==> config.mk <==
export PLATFORM = sky130hd
export DESIGN_NAME = vc_cleaner_rr
export DESIGN_NICKNAME = d
export VERILOG_FILES = /design/src/rtl/vc_cleaner_rr.sv
export SDC_FILE = /design/constraint.sdc
export NUM_CORES = 1
export LEC_CHECK = 0
export ABC_AREA = 1
export BUFFER_PORTS_ARGS = -buffer_cell sky130_fd_sc_hd__buf_2
export CELL_PAD_IN_SITES_DETAIL_PLACEMENT = 0
export CELL_PAD_IN_SITES_GLOBAL_PLACEMENT = 1
export CORE_MARGIN = 1.5
export CORE_UTILIZATION = 40
export DETAILED_ROUTE_END_ITERATION = 8
export PLACE_DENSITY_LB_ADDON = 0.1
export SETUP_SLACK_MARGIN = 0.5
export SLEW_MARGIN = 20
export SYNTH_ARGS = -nofsm -noshare
export SYNTH_HDL_FRONTEND = slang
export SYNTH_SLANG_ARGS = --single-unit
export TNS_END_PERCENT = 5
==> constraint.sdc <==
create_clock -name clk -period 1.51 [get_ports clk]
set_input_delay 0.0755 -clock clk [delete_from_list [all_inputs] [get_ports clk]]
set_output_delay 0.0755 -clock clk [all_outputs]
set_load 0.02 [all_outputs]
==> src/rtl/vc_cleaner_rr.sv <==
// vc_cleaner_rr: per-VC ownership and credit tracker for the NoC output path.
// Free VCs are handed out round-robin; a VC is retired only after its tail
// flit has left and every downstream credit for it has come back.
module vc_cleaner_rr #(
    parameter int unsigned NUM_VC  = 7,
    parameter int unsigned CREDITS = 4
) (
    input  logic              clk,
    input  logic              rst_n,
    input  logic              alloc_req,
    output logic              alloc_gnt,
    output logic [NUM_VC-1:0] alloc_vc,
    input  logic              send_valid,
    input  logic [NUM_VC-1:0] send_vc,
    input  logic              send_tail,
    input  logic              cred_valid,
    input  logic [NUM_VC-1:0] cred_vc,
    output logic [NUM_VC-1:0] vc_busy,
    output logic [NUM_VC-1:0] vc_credit_ok,
    output logic              err
);

    localparam int unsigned CW  = $clog2(CREDITS + 1);
    localparam int unsigned PW  = $clog2(NUM_VC);
    localparam int unsigned PW1 = PW + 1;

    localparam logic [CW-1:0] CntFull = CW'(CREDITS);

    localparam logic [1:0] StIdle   = 2'd0;
    localparam logic [1:0] StActive = 2'd1;
    localparam logic [1:0] StDrain  = 2'd2;

    logic [1:0]        rst_sync_q;
    logic              rst_int_n;

    logic [1:0]        st_q  [NUM_VC];
    logic [1:0]        st_d  [NUM_VC];
    logic [CW-1:0]     cnt_q [NUM_VC];
    logic [CW-1:0]     cnt_d [NUM_VC];
    logic [PW-1:0]     rr_q, rr_d;
    logic              gnt_q;
    logic [NUM_VC-1:0] gnt_vc_q;
    logic              err_q, err_d;

    logic              send_oh, cred_oh;
    logic [NUM_VC-1:0] send_hit, cred_hit, send_ok, cred_ok;
    logic              gnt_valid;
    logic [PW-1:0]     gnt_idx;
    logic [NUM_VC-1:0] gnt_oh;
    logic [PW1-1:0]    scan;

    // Reset synchroniser: assertion is immediate, release waits two edges.
    always_ff @(posedge clk or negedge rst_n) begin
        if (!rst_n) begin
            rst_sync_q <= 2'b00;
        end else begin
            rst_sync_q <= {rst_sync_q[0], 1'b1};
        end
    end

    assign rst_int_n = rst_sync_q[1];

    // Address decode; a non-one-hot select addresses no VC at all.
    assign send_oh  = $onehot(send_vc);
    assign cred_oh  = $onehot(cred_vc);
    assign send_hit = (send_valid && send_oh) ? send_vc : '0;
    assign cred_hit = (cred_valid && cred_oh) ? cred_vc : '0;

    // Round-robin search for the first idle VC at or after the pointer.
    always_comb begin
        gnt_valid = 1'b0;
        gnt_idx   = '0;
        gnt_oh    = '0;
        scan      = '0;
        rr_d      = rr_q;
        if (alloc_req) begin
            for (int unsigned i = 0; i < NUM_VC; i++) begin
                scan = {1'b0, rr_q} + PW1'(i);
                if (scan >= PW1'(NUM_VC)) begin
                    scan = scan - PW1'(NUM_VC);
                end
                if (!gnt_valid && st_q[scan[PW-1:0]] == StIdle) begin
                    gnt_valid = 1'b1;
                    gnt_idx   = scan[PW-1:0];
                end
            end
        end
        if (gnt_valid) begin
            gnt_oh[gnt_idx] = 1'b1;
            rr_d = (gnt_idx == PW'(NUM_VC - 1)) ? '0 : gnt_idx + PW'(1);
        end
    end

    // Per-VC credit and state update; illegal updates are dropped and flagged.
    always_comb begin
        err_d   = err_q;
        send_ok = '0;
        cred_ok = '0;
        if ((send_valid && !send_oh) || (cred_valid && !cred_oh)) begin
            err_d = 1'b1;
        end
        for (int unsigned i = 0; i < NUM_VC; i++) begin
            send_ok[i] = send_hit[i] && (st_q[i] == StActive) && (cnt_q[i] != '0);
            // A same-cycle legal send makes room for a credit on a full counter.
            cred_ok[i] = cred_hit[i] && ((cnt_q[i] != CntFull) || send_ok[i]);
            if ((send_hit[i] && !send_ok[i]) || (cred_hit[i] && !cred_ok[i])) begin
                err_d = 1'b1;
            end

            cnt_d[i] = cnt_q[i];
            if (send_ok[i] && !cred_ok[i]) begin
                cnt_d[i] = cnt_q[i] - CW'(1);
            end else if (cred_ok[i] && !send_ok[i]) begin
                cnt_d[i] = cnt_q[i] + CW'(1);
            end

            st_d[i] = st_q[i];
            case (st_q[i])
                StIdle: begin
                    if (gnt_oh[i]) st_d[i] = StActive;
                end
                StActive: begin
                    if (send_ok[i] && send_tail) begin
                        st_d[i] = (cnt_d[i] == CntFull) ? StIdle : StDrain;
                    end
                end
                StDrain: begin
                    if (cnt_d[i] == CntFull) st_d[i] = StIdle;
                end
                default: st_d[i] = StIdle;
            endcase
        end
    end

    // State registers; everything is discarded on reset.
    always_ff @(posedge clk or negedge rst_int_n) begin
        if (!rst_int_n) begin
            for (int unsigned i = 0; i < NUM_VC; i++) begin
                st_q[i]  <= StIdle;
                cnt_q[i] <= CntFull;
            end
            rr_q     <= '0;
            gnt_q    <= 1'b0;
            gnt_vc_q <= '0;
            err_q    <= 1'b0;
        end else begin
            for (int unsigned i = 0; i < NUM_VC; i++) begin
                st_q[i]  <= st_d[i];
                cnt_q[i] <= cnt_d[i];
            end
            rr_q     <= rr_d;
            gnt_q    <= gnt_valid;
            gnt_vc_q <= gnt_oh;
            err_q    <= err_d;
        end
    end

    // Status outputs straight from registered state.
    always_comb begin
        vc_busy      = '0;
        vc_credit_ok = '0;
        for (int unsigned i = 0; i < NUM_VC; i++) begin
            vc_busy[i]      = (st_q[i] != StIdle);
            vc_credit_ok[i] = (st_q[i] == StActive) && (cnt_q[i] != '0);
        end
    end

    assign alloc_gnt = gnt_q;
    assign alloc_vc  = gnt_vc_q;
    assign err       = err_q;

endmodule

# Word-level counts from Yosys, hierarchy flattened
# Index checks and enable logic that the tools add are counted.
totals:
  input_bits: 20
  elab_cells: 401
  reg_bits: 49
op_classes:
  bitwise_logic: 7
  n_reduce_logical: 147
  n_lt_le_gt_ge: 16
  n_eq_ne: 52
  muxes: 120
  addsub: 40
ops:
  columns: ["cell", "count"]
  rows:
  - ["$mux W3", 37]
  - ["$mux W2", 42]
  - ["$logic_and A1 B1 Y1", 74]
  - ["$bmux W2 S3", 7]
  - ["$pmux W2 S3", 7]
  - ["$ge A4 B4 Y1 const B", 7]
  - ["$logic_not A2 Y1", 14]
  - ["$ne A2 B2 Y1 const B", 14]
  - ["$not A3 Y4", 7]
  - ["$add A3 B1 Y3 const B", 8]
  - ["$eq A3 B3 Y1 const B", 8]
  - ["$ge A4 B3 Y1 const B", 6]
  - ["$mux W1", 23]
  - ["$logic_not A1 Y1", 22]
  - ["$mux W7", 3]
  - ["$ne A3 B3 Y1 const B", 7]
  - ["$reduce_and A3 Y1", 7]
  - ["$reduce_bool A3 Y1", 7]
  - ["$sub A3 B1 Y3 const B", 7]
  - ["$sub A3 B3 Y3 const B", 7]
  - ["$logic_or A1 B1 Y1", 15]
  - ["$eq A2 B1 Y1 const B", 7]
  - ["$eq A2 B2 Y1 const B", 7]
  - ["$ne A2 B1 Y1 const B", 7]
  - ["other kinds (14)", 32]

# Logic depth before layout (Yosys ltp)
# Gate-level depths: netlist of run 1.
logic_depth:
  word_depth: 41
  depth_mapped: 24

# Least setup slack after synthesis of run 1
# No wires, ideal clock.
synth_path:
  path_type: "in2reg"
  from: "in send_vc[0]"
  to: "reg st_q[11] (netlist bit)"
  n_path_buf: 0
  setup_slack_ps: -2017
  stages: 19
  setup_ps: 117
  arrival_time_ps: 3410
  path_cell_list: "inv_1 > fa_1 > fa_1 > fa_1 > inv_1 > fa_1 > nor2_1 > nand3_1 > nor2_1 > nand2_1 > inv_1 > nand2_1 > o21ai_0 > xor2_1 > nor3_1 > nor3_1 > nor2_1 > nand3_1 > nand2_1"
synth_between:
  elab_chain_cells: 17
  word_cells_on_any_way: 24
  classes_between: "add/sub (3); eq/ne (4); mux (6); reduce/logical (11)"
synth_rtl:
  columns: ["element", "line", "source"]
  rows:
  - ["start: declaration", "14", "input logic [NUM_VC-1:0] send_vc,"]
  - ["$add A1 B1 Y2 (not written as such) (*)", "64", "assign send_oh = $onehot(send_vc);"]
  - ["$add A2 B2 Y3 (not written as such) (*)", "64", null]
  - ["$add A3 B3 Y3 (not written as such) (*)", "64", null]
  - ["$eq A3 B1 Y1 (*)", "64", null]
  - ["$logic_and A1 B1 Y1 (*)", "66", "assign send_hit = (send_valid && send_oh) ? send_vc : '0;"]
  - ["$mux W7 (*)", "66", null]
  - ["$logic_and A1 B1 Y1 (*) (2 in series)", "103", "send_ok[i] = send_hit[i] && (st_q[i] == StActive) && (cnt_q[i] != '0);"]
  - ["$logic_or A1 B1 Y1", "105", "cred_ok[i] = cred_hit[i] && ((cnt_q[i] != CntFull) || send_ok[i]);"]
  - ["$logic_and A1 B1 Y1", "105", null]
  - ["$logic_and A1 B1 Y1 or $logic_not A1 Y1 (tied branches)", "113, 111", null]
  - ["$mux W3 or $logic_and A1 B1 Y1 (tied branches)", "113, 111", null]
  - ["$mux W3", "111", "if (send_ok[i] && !cred_ok[i]) begin"]
  - ["$eq A3 B3 Y1", "124, 128", null]
  - ["$mux W2", "124", "st_d[i] = (cnt_d[i] == CntFull) ? StIdle : StDrain;"]
  - ["$mux W2", "123", "if (send_ok[i] && send_tail) begin"]
  - ["$pmux W2 S3", "118", "case (st_q[i])"]
  - ["end signal: indexed assignment", "139", "st_q[i] <= StIdle;"]
  - ["end signal: indexed assignment", "148", "st_q[i] <= st_d[i];"]
  - ["end: declaration", "36", "logic [1:0] st_q [NUM_VC];"]
# Mark *: on every way between the ends. The rest lies on a longest branch, timed or not. The select of a mux whose other input is x is not followed.
# A chain may end at the register's enable or synchronous reset.

==> results of run 1 <==
==> kinds of logic (layout without fill, tap and decap cells) <==
group,after synthesis,count (layout),share of synthesized area
other cells,1,1,0.000815
compound gates,77,77,0.107
simple gates,335,335,0.340
buf+inv,143,395,0.120
xor+xnor,15,15,0.0359
flops,49,49,0.268
fa+ha+maj,42,42,0.129
==> routing by layer <==
metal | wire length (µm) | vias to the layer above | track usage | share of wire
met1 | 6320 | 2409 | 0.306 | 0.44
met5 | 0 | - | 0 | 0
met2 | 7410 | 57 | 0.448 | 0.51
li1 | - | 2592 | - | -
met4 | 203 | 0 | 0.0788 | 0.014
met3 | 471 | 13 | 0.0341 | 0.033
==> area by class of cell <==
class / instances / area [µm²]
fillers: 926 / 3630
flip-flops and latches: 49 / 1240
clock inverters: 3 / 68.8
well taps: 140 / 175
repair buffers: 246 / 1900
multi-input cells: 470 / 3360
inverters: 141 / 537
clock buffers: 5 / 125
==> sequential cells by signal (all words and copies together) (netlist names) <==
signal / cells
st_q: 14
alloc_vc: 7
cnt_q: 21
err: 1
rr_q: 3
alloc_gnt: 1
rst_sync_q: 2
==> how the worst max path moves through the flow <==
stage	slack, ns	cells past startpoint	to	startpoint
global route	-2.10	21	st_q[11]	cred_vc[0]
finish	-1.92	19	st_q[5]	send_vc[0]
CTS	-1.87	21	st_q[11]	send_vc[0]
detailed placement	-2.34	16	st_q[1]	send_vc[0]
floorplan	-1.93	19	st_q[11]	send_vc[0]
global placement	-2.23	17	st_q[7]	send_vc[0]
==> per-stage QoR <==
stage / instance area (µm²) / std cells
after CTS: 7110 / 1047
after global placement: 6490 / 1035
final: 7400 / 1054
after detailed placement: 6490 / 1035
after global routing: 7400 / 1054
after floorplan: 4650 / 662
==> synth_stat cells (8+ instances only) <==
library cell | number | area, µm²
sky130_fd_sc_hd__a21oi_1 | 8 | 40.0
sky130_fd_sc_hd__dfrtp_1 | 42 | 1050
sky130_fd_sc_hd__fa_1 | 9 | 180
sky130_fd_sc_hd__ha_1 | 33 | 413
sky130_fd_sc_hd__inv_1 | 129 | 484
sky130_fd_sc_hd__inv_2 | 11 | 41.3
sky130_fd_sc_hd__nand2_1 | 161 | 604
sky130_fd_sc_hd__nand2_2 | 16 | 100
sky130_fd_sc_hd__nand3_1 | 53 | 265
sky130_fd_sc_hd__nand4_1 | 11 | 68.8
sky130_fd_sc_hd__nor2_1 | 58 | 218
sky130_fd_sc_hd__nor3_1 | 12 | 60.1
sky130_fd_sc_hd__o211ai_1 | 9 | 67.6
sky130_fd_sc_hd__o21ai_0 | 31 | 155
sky130_fd_sc_hd__xor2_1 | 12 | 105
==> timing repair <==
| action | 4_1_cts | 5_1_grt |
|---|---|---|
| setup buffers | 3 | 7 |
| endpoints found under the hold margin | 2 | 0 |
| pin swaps | 43 | 35 |
| hold buffers | 1 | 0 |
| resized for setup | 131 | 73 |
| setup endpoints to repair | 61 | 61 |
==> layout by cell type, fill, tap and decap left out, types with 3 or more instances in the layout <==
| cell type | synthesis | final |
|---|---|---|
| sky130_fd_sc_hd__buf_4 | 1 | 190 |
| sky130_fd_sc_hd__nand2_1 | 161 | 132 |
| sky130_fd_sc_hd__inv_1 | 129 | 92 |
| sky130_fd_sc_hd__nand3_1 | 53 | 48 |
| sky130_fd_sc_hd__inv_2 | 11 | 46 |
| sky130_fd_sc_hd__nand2_2 | 16 | 42 |
| sky130_fd_sc_hd__dfrtp_1 | 42 | 41 |
| sky130_fd_sc_hd__nor2_1 | 58 | 34 |
| sky130_fd_sc_hd__buf_2 | 0 | 28 |
| sky130_fd_sc_hd__buf_6 | 1 | 25 |
| sky130_fd_sc_hd__ha_1 | 33 | 23 |
| sky130_fd_sc_hd__nor2_2 | 2 | 15 |
| sky130_fd_sc_hd__o21ai_1 | 4 | 15 |
| sky130_fd_sc_hd__nor2_4 | 2 | 13 |
| sky130_fd_sc_hd__o21ai_0 | 31 | 13 |
| sky130_fd_sc_hd__nand4_1 | 11 | 11 |
| sky130_fd_sc_hd__o211ai_1 | 9 | 9 |
| sky130_fd_sc_hd__o21ai_2 | 2 | 9 |
| sky130_fd_sc_hd__nor3_2 | 2 | 8 |
| sky130_fd_sc_hd__xor2_1 | 12 | 8 |
| sky130_fd_sc_hd__nand3_2 | 4 | 7 |
| sky130_fd_sc_hd__nand2_4 | 4 | 7 |
| sky130_fd_sc_hd__ha_4 | 0 | 7 |
| sky130_fd_sc_hd__dfstp_2 | 7 | 7 |
| sky130_fd_sc_hd__xor2_2 | 2 | 6 |
| sky130_fd_sc_hd__a21oi_1 | 8 | 6 |
| sky130_fd_sc_hd__fa_1 | 9 | 6 |
| sky130_fd_sc_hd__clkbuf_16 | 0 | 5 |
| sky130_fd_sc_hd__inv_4 | 1 | 3 |
| sky130_fd_sc_hd__a21oi_4 | 1 | 3 |
| sky130_fd_sc_hd__nand3_4 | 1 | 3 |
| sky130_fd_sc_hd__nor3_4 | 0 | 3 |
| sky130_fd_sc_hd__nand3b_1 | 3 | 3 |
| sky130_fd_sc_hd__nor3_1 | 12 | 3 |
| sky130_fd_sc_hd__fa_2 | 0 | 3 |
| sky130_fd_sc_hd__ha_2 | 0 | 3 |
==> run summary, run 1 <==
The run finished, with violations left. The final reports fail on setup timing. The global routing usage summed across all routing layers came out at 0.249.

The final antenna diode count is 0. The count of buffers added on input and output ports is 42. The number of distinct standard cells referenced by the synthesized netlist is between 40 and 50.

The worst-skew pair later-pin latency came out at 0.30 ns. Static timing analysis puts the maximum clock frequency at 292 MHz. The number of clock sinks came out at 49. After the last flow step, the layout net total stands at 975. The post-synthesis cell count came out at 662.

The minimum setup slack among reg-to-reg paths came out at -1.67 ns. On the critical path, the stage with the largest delay is an instance of sky130_fd_sc_hd__fa_1. The number of global-route vias before repair is 5084. The via count came out at ~5.1k. The placer's final routability congestion estimate came out at 0.877. Setup total negative slack on the finished layout was measured at -74.40 ns. The highest cell delay on the worst timing path came out at around 0.54 ns.

The starting density of the core is 0.417. Summing every instance area after synthesis gives about 4600 µm². The count of TritonRoute iterations in the first routing pass is 4.

Setup repair after global routing could not meet its margin everywhere. The data arrival time of the critical path came out at 3.62 ns. The final worst setup slack is -1.92 ns.

Among the stages of the critical path, the cell type that occurs most often is sky130_fd_sc_hd__fa_1. The maximum net fanout on the critical path came out at 6. The worst register-to-register path begins at rr_q[0]. Entering global routing, the biggest net connects 36 pins. The kind of cell with the highest combined delay along the critical path is adder cells. The site row count came out at 38.

The most used flip-flop cell after synthesis is sky130_fd_sc_hd__dfrtp_1. The number of top-level pins is 43. The fraction of the cycle the final worst path needs is 2.27. The critical path goes through buf_2, inv_4, fa_1, fa_1, fa_2, inv_2, fa_1, nor2_2, nand3_4, buf_6, nor2_4, nand3_1, a21boi_2, nand2_2, a21oi_1, o21ai_1, o21ai_1, nor2_1, a221oi_1. The worst setup path is of the primary input to flop kind.

From bottom edge to top edge, the die measures 110 µm. The final count of hold timing violations came to 0. The overall die area came out at between 10000 and 15000 µm².

The sequential fraction of the synthesis area came out at 0.268. The root buffer cell is sky130_fd_sc_hd__clkbuf_16. The iteration-0 DRC count of the detailed router is 183. The via-per-instance ratio came out at 4.81.

After clock tree synthesis, the clock-pin slew on the worst setup and hold paths is 0.07 ns. The first-pass GRT wire length came out at approximately 23 mm. Relative to the synthesized area, the layout overhead comes to 60.7%. In this run, synthesis produced a sequential element count of 49. The placeable core region is 11000 µm². Counting flops with an async set or reset pin after synthesis yields a share of 1.00. Final hold analysis gives a worst-case slack of 0.0772 ns.

The longest clock path from root to sink contains 2 buffers. The number of violations of the max-capacitance limit came out at 0. The warning count from the yosys run came out at 0.

The setup skew after layout came out at 0.00427 ns. The synthesized netlist net count is 724. The post-route core utilization came out at 0.671. The count of flip-flops with a built-in enable after synthesis is 0. The detailed placer's ending HPWL came out at 11.6 mm.

The number of nets with antenna violations after routing is 0. The mean instance size in the synthesized netlist came out at 6.95 µm². For this block, the routed nets add up to 14.4 mm of wire. The overall die width came out at 110 µm. The worst setup path is launched from a primary input. The number of cell instances on the worst register-to-register path is 18. The setup slack after placement is -2.34 ns.

Setup violations remaining at the end of the flow were counted as 48. For the pin with the worst max-slew slack, the measured transition is 0.527 ns. The H-tree was split into 2 levels. The count of pins over their slew limit came to 0. The layout cell share with drive strength beyond 1 came out at 0.493.

The worst setup path is captured at a flop. The required arrival time at the worst endpoint is 1.70 ns. The total congestion overflow after global routing came out at 0.

The endpoint identified for the worst register-to-register timing path is st_q[8]. The number of antenna violations at the first check in global routing came out at 0. TritonCTS built the clock tree. The wire length per cell is 13.7 µm. The critical path buffer and inverter count is 4. Clock tree synthesis inserted a total of 5 buffers. The routed design could run at a clock period as short as roughly 3.4 ns. In this run the worst hold path is classified as primary input to asynchronous set/reset pin. Measured against its own limit, the worst slew margin works out to 0.645. The remaining routing DRC violations came out at 0.
Power of run 1 is not shown: default switching activity piles up to over one toggle a cycle in this logic, so the estimate is an artifact.
==> inputs of run 2 (changes only) <==
--- a/config.mk
+++ b/config.mk
@@ -13,6 +13,7 @@
 export CORE_UTILIZATION = 40
 export DETAILED_ROUTE_END_ITERATION = 8
 export PLACE_DENSITY_LB_ADDON = 0.1
+export RECOVER_POWER = 50
 export SETUP_SLACK_MARGIN = 0.5
 export SLEW_MARGIN = 20
 export SYNTH_ARGS = -nofsm -noshare
==> run summary, run 2 (same netlist as run 1, synthesis figures left out) <==
After detailed routing, the number of vias per cell comes to between 4 and 5. The tool flagged a number of max-cap violations equal to 0. The worst max-slew margin expressed relative to the limit is 0.660.

In this run the number of H-tree levels came out at 2. The clock passes through at most 2 buffers. The congestion estimate from routability-driven global placement came to 0.877. The critical path ends at st_q[5].

The post-route core utilization is 0.669. The library cells used most frequently in the layout, excluding fill and tap cells, are sky130_fd_sc_hd__buf_4 (190), sky130_fd_sc_hd__nand2_1 (132), sky130_fd_sc_hd__inv_1 (92), sky130_fd_sc_hd__nand3_1 (48), sky130_fd_sc_hd__inv_2 (46). The number of global-route vias before repair came out at 5084. The layout cell share with drive strength beyond 1 came out at 0.491.

The worst setup path is captured at a flop. For the finished layout, the period the worst path requires is 3.43 ns. The family with the most delay on the worst path is adder cells.

Before CTS, the worst setup slack after placement is -2.34 ns. The global routing usage summed across all routing layers is 0.249. The highest cell delay on the worst timing path is 0.54 ns.

The maximum number of pins on one net before global-route repair is 36. The number of cell instances on the worst register-to-register path is 18. The count of pins over their slew limit came out at 0.

The remaining routing DRC violations is 0. The critical path launch point type is a primary input. The count of TritonRoute iterations in the first routing pass came out at 4. The achievable clock frequency came out at 292 MHz. Setup slack on the worst reg-to-reg path comes out at -1.68 ns. In the final layout, the multi-input gates occupy 3360 µm². The startpoint identified for the worst register-to-register timing path is rr_q[0]. The final setup violation count came out at 48. The overall die width came out at 110 µm. The critical path contains buffers and inverters numbering 4 combined. The overall die area is about 12000 µm². The detailed router finished its first iteration with 197 violations. The library cell used most frequently in the layout, excluding fill and tap cells, is sky130_fd_sc_hd__buf_4. The endpoint identified for the worst register-to-register timing path is st_q[8].

The sequential standard cell area came out at 1230 µm². TritonCTS built the clock tree. The starting density of the core came out at 0.417. The first-pass GRT wire length is 23.1 mm. The number of nets in the layout came out at a little under 1k. The critical path depth came out at 19.

The data arrival time of the critical path is roughly 3.6 ns. Detailed placement finished with a half-perimeter wire length of approximately 12 mm. The transition time of the tightest slew-check pin came out at 0.504 ns. The number of antenna diodes in the final layout is 0.

The maximum net fanout on the critical path is 6. After global routing the overflow that remains totals 0. The root buffer cell is sky130_fd_sc_hd__clkbuf_16.

The kind of path behind the tightest hold check is primary input to asynchronous set/reset pin. Clock-pin slew was measured on the worst setup and hold paths at 0.07 ns. The critical path starts at send_vc[0]. The synthesis-to-layout area growth came out at 60.4%. The register with the most flip-flops in the layout has 21 of them. The signal on the critical path passes through buf_2, inv_4, fa_1, fa_1, fa_2, inv_2, fa_1, nor2_2, nand3_4, buf_6, nor2_4, nand3_1, a21boi_2, nand2_2, a21oi_1, o21ai_1, o21ai_1, nor2_1, a221oi_1. The run finished, with violations left. The number of top-level pins came out at 43. On the final layout, the worst clock skew is 0.00420 ns.

The worst-skew pair later-pin latency came out at 0.30 ns. The setup path with the least slack is of type primary input to flop. The placeable core region is between 10000 and 15000 µm². Setup repair after global routing could not meet its margin everywhere. The number of clock sinks came out at 49. The site row count came out at 38. For this design, the slowest cell found on the critical path is sky130_fd_sc_hd__fa_1. The fraction of the cycle the final worst path needs came out at 2.27. After detailed routing, the total wire length is ~14 mm. The required arrival time at the worst endpoint is between 1.5 and 2 ns. The final reports fail on setup timing. Fill cells in the final layout number 929. The number of antenna violations at the first check in global routing is 0. Detailed routing inserted a total of 5069 vias. The number of nets with antenna violations after routing came out at 0.

cnt_q holds more flip-flops than any other register. The floorplan step set the die height to 110 µm. The clock buffer count from CTS is 5. The final count of hold timing violations came out at 0. The cell occurring most often along the worst timing path is sky130_fd_sc_hd__fa_1. The wire length per cell came out at 13.7 µm.

The count of input and output buffers came out at 42. The final worst setup slack is -1.92 ns.
==> run 2: worst min path at each step <==
stage | start | to | slack, ns
floorplan | rst_n | rst_sync_q[0] | -0.22
global placement | rst_n | rst_sync_q[0] | -0.14
detailed placement | rst_n | rst_sync_q[0] | -0.14
CTS | rst_n | rst_sync_q[0] | 0.07
global route | rst_n | rst_sync_q[0] | 0.09
finish | rst_n | rst_sync_q[0] | 0.08
==> run 2: area by class of cell <==
| class | count | share of cell area |
|---|---|---|
| multi-input combinational | 470 | 0.455 |
| timing repair buffer | 246 | 0.255 |
| sequential | 49 | 0.167 |
| inverter | 141 | 0.0727 |
| tap | 140 | 0.0237 |
| clock buffer | 5 | 0.0169 |
| clock inverter | 3 | 0.00932 |
==> run 2: stage by stage <==
step	TNS, ns	area [µm²]	hold WS [ns]	std cells
finish	-74.60	7380	0.0774	1054
global route	-83.04	7380	0.0867	1054
CTS	-73.78	7110	0.0727	1047
detailed placement	-89.11	6490	-0.139	1035
global placement	-84.81	6490	-0.140	1035
floorplan	-71.19	4650	-0.220	662
==> run 2: repair_timing <==
action | CTS | global route
endpoints found under the setup margin | 61 | 61
pin swaps | 43 | 35
setup buffers | 3 | 7
hold buffers | 1 | 0
gates resized for setup | 131 | 73
hold endpoints to repair | 2 | 0
==> run 2: layer usage <==
| layer | global-route usage | share of wire | up-vias |
|---|---|---|---|
| met3 | 0.0341 | 0.028 | 13 |
| met4 | 0.0788 | 0.014 | 0 |
| met5 | 0 | 0 | - |
| met2 | 0.448 | 0.52 | 51 |
| met1 | 0.306 | 0.44 | 2411 |
| li1 | - | - | 2594 |
Power of run 2 is left out for the same reason.
==> inputs of run 3 (changes only) <==
--- a/config.mk
+++ b/config.mk
@@ -5,7 +5,6 @@
 export SDC_FILE = /design/constraint.sdc
 export NUM_CORES = 1
 export LEC_CHECK = 0
-export ABC_AREA = 1
 export BUFFER_PORTS_ARGS = -buffer_cell sky130_fd_sc_hd__buf_2
 export CELL_PAD_IN_SITES_DETAIL_PLACEMENT = 0
 export CELL_PAD_IN_SITES_GLOBAL_PLACEMENT = 1
==> run summary, run 3 <==
The final wirelength is 15.3 mm. The clock buffer count from CTS is 5. The total instance count after detailed placement is 926.

In the layout the commonest cells are sky130_fd_sc_hd__buf_4 (211), sky130_fd_sc_hd__inv_1 (45), sky130_fd_sc_hd__dfrtp_1 (40), sky130_fd_sc_hd__buf_2 (31). The number of nets with antenna violations after routing came out at 0. Sorting the synthesized cells by area gives the leading types as sky130_fd_sc_hd__dfrtp_1 (22%), sky130_fd_sc_hd__ha_1 (8.7%), sky130_fd_sc_hd__inv_1 (4.8%), sky130_fd_sc_hd__a21oi_1 (4.6%), sky130_fd_sc_hd__dfstp_2 (3.9%). The final setup violation count is 51.

Pin placement for this block handled 43 I/O pins. The required arrival time at the worst endpoint is around 1.7 ns. Setup total negative slack on the finished layout was measured at -78.43 ns. The library cell used most frequently in the layout, excluding fill and tap cells, is sky130_fd_sc_hd__buf_4. The number of global-route vias before repair was 5314. The critical path launch point type is a flop. The library cell with the highest instance count after synthesis is sky130_fd_sc_hd__inv_1.

The tree is rooted in a sky130_fd_sc_hd__clkbuf_16. The total congestion overflow after global routing is 0. The share of synthesized cell area in and, or, nand and nor gates is 0.197. The synthesized netlist net count is 601. Dividing the detail-routed wire length by the instance count gives 16.2 µm. The warning count from the yosys run came out at 0. The post-CTS clock slew at the launch and capture registers of the worst setup and hold paths came out at around 0.070 ns. In this run the mean area of a mapped cell was 8.80 µm². The worst-skew pair later-pin latency came out at 0.29 ns. The HPWL after detailed placement is 12.3 mm.

The placeable core region came out at 11500 µm². The synthesized-area fraction occupied by xor and xnor cells came out at 0.0417. The first global-routing pass estimated 25.2 mm of wire. The layout cell share with drive strength beyond 1 is 0.536. The final reports fail on setup timing. The number of violations of the max-capacitance limit came out at 0. The synthesis-stage register bit count came out at 49. The count of input and output buffers came out at 42.

The final antenna diode count came out at 0. The compound-cell area share of the yosys netlist came out at 0.263. The path class of the tightest hold or removal check is primary input to asynchronous set/reset pin. Entering global routing, the biggest net connects 37 pins. For the final database, setup skew stands at approximately 0.0064 ns. The site row count is 39.

The synthesis-to-layout area growth came out at 59.0%. STA classifies the critical path endpoint as a flop. cnt_q holds more flip-flops than any other register. Setup repair after global routing could not meet its margin everywhere. The number of antenna violations at the first check in global routing came to 0. The final worst setup slack came out at -1.95 ns.

The overall die area is 12500 µm². The deepest level of the CTS H-tree came out at 2. The top cell type's share of synthesized area came out at 0.222. The setup path with the least slack is of type flop to flop. The final layout contains 862 nets. The number of flip-flops in the largest register came out at 21. The starting density of the core came out at 0.414. The count of pins over their slew limit is 0. In the synthesized netlist the dominant register cell turns out to be sky130_fd_sc_hd__dfrtp_1.

The arithmetic-cell share of the synthesized area counting full adders, half adders and majority gates is 0.125. The largest buffer count on any clock path is 2. The flow ran to the end, but the final reports show violations.

After layout, the minimum clock period comes to 3.46 ns. In this run the vertical extent of the chip is 112 µm. The via count is around 5k. After detailed routing, the number of vias per cell comes to 5.36.

The final count of hold timing violations is 0. Measured against its own limit, the worst slew margin works out to 0.640. The congestion estimate from routability-driven global placement came to just under 0.9. The count of flip-flops with a built-in enable after synthesis came out at 0. The iteration-0 DRC count of the detailed router came out at 256.

The number of distinct standard cells referenced by the synthesized netlist came out at 88. The overall die width came out at 112 µm. The sequential fraction of the synthesis area is 0.260. Summed over all instances, the cell type with the most area after synthesis is sky130_fd_sc_hd__dfrtp_1. For this run, the number of standard cells in the final layout without fillers is 944. The fraction of synthesis flops using an asynchronous set or reset pin came out at 1.00. In the global route stage, overall resource usage came out at 0.248.

Dividing the final minimum period by the clock period gives 2.29. The cell area after synthesis is 4740 µm². Along the worst path, the maximum fanout reaches 6.

The remaining routing DRC violations came out at 0. The data arrival time of the critical path came out at approximately 3.6 ns. Sorting the synthesized cells by how often they occur yields sky130_fd_sc_hd__inv_1 (61), sky130_fd_sc_hd__a21oi_1 (44), sky130_fd_sc_hd__dfrtp_1 (42), sky130_fd_sc_hd__nand2_1 (35), sky130_fd_sc_hd__nor2_1 (35).

TritonCTS built the clock tree. The transition time of the tightest slew-check pin came out at 0.540 ns. The count of TritonRoute iterations in the first routing pass came out at 4. The number of clock sinks came out at 49. The share of synthesized area spent on multiplexers came out at 0.0493. The combinational family with the most area after synthesis is compound AO/OA/AOI/OAI gates.

Synthesis handed over a netlist of 539 instances. The achievable clock frequency came out at 289 MHz.
-- run 3: cell type report --
type                            instances  area, µm²
Sequential cell                        49       1240
Multi-Input combinational cell        416       3690
Clock inverter                          1       30.0
Timing Repair Buffer                  266       2000
Clock buffer                            7        143
Inverter                               62        258
Tap cell                              143        179
Fill cell                             936       3930
-- run 3: worst paths after layout --
kind,from,to,slack (ns),cells past startpoint
worst max-delay path,rr_q[1],rr_q[2],-1.95,11
worst min-delay path,rst_n,rst_sync_q[1],0.08,2
worst max register to register,rr_q[1],rr_q[2],-1.95,11
worst min register to register,rst_sync_q[1],cnt_q[10],0.20,0
max in group asynchronous,rst_sync_q[1],rr_q[1],0.30,1
min in group clk,send_valid,err,0.15,4
-- run 3: repair_timing --
| action | CTS | global route |
|---|---|---|
| resized for setup | 115 | 32 |
| gates cloned | 0 | 0 |
| setup buffers | 8 | 1 |
| pin swaps | 33 | 16 |
| endpoints found under the hold margin | 2 | 0 |
| hold buffers | 1 | 0 |
| setup endpoints to repair | 61 | 61 |
-- run 3: kinds of logic after synthesis --
group	after synthesis
XOR/XNOR	17
adder cells (fa/ha/maj)	42
other	1
flip-flops	49
multiplexers	19
AND/OR/NAND/NOR	173
AO/OA/AOI/OAI	164
buffers and inverters	74
-- run 3: metal layers --
layer  GRT usage  wire, µm  part of all wire  up-vias
met1       0.295      6550              0.43     2448
met3      0.0250       379             0.025       37
li1            -         -                 -     2488
met2       0.459      7880              0.52       89
met4      0.0954       481             0.031        0
met5           0         0                 0        -
-- run 3: stage by stage --
stage | cell area (µm²) | hold slack, ns | util | worst slack [ns]
2_1_floorplan | 4890 | -0.220 | - | -1.84
3_3_place_gp | 6800 | -0.139 | 0.593 | -2.09
3_5_place_dp | 6800 | -0.137 | 0.593 | -2.26
4_1_cts | 7430 | 0.0709 | 0.648 | -1.95
5_1_grt | 7540 | 0.0990 | 0.658 | -2.09
6_report | 7540 | 0.0831 | 0.658 | -1.95
-- run 3: worst max-delay path: stages (launching register included) --
cell and delay, ns:
sky130_fd_sc_hd__dfrtp_2 0.45, sky130_fd_sc_hd__ha_2 0.21, sky130_fd_sc_hd__ha_2 0.20, sky130_fd_sc_hd__nor2_4 0.15
sky130_fd_sc_hd__mux2i_4 0.29, sky130_fd_sc_hd__mux4_2 0.58, sky130_fd_sc_hd__a22oi_4 0.21, sky130_fd_sc_hd__and4bb_4 0.32
sky130_fd_sc_hd__nand4b_1 0.16, sky130_fd_sc_hd__a31oi_4 0.35, sky130_fd_sc_hd__a211oi_2 0.15, sky130_fd_sc_hd__a221o_1 0.28
Power of run 3 is left out for the same reason.
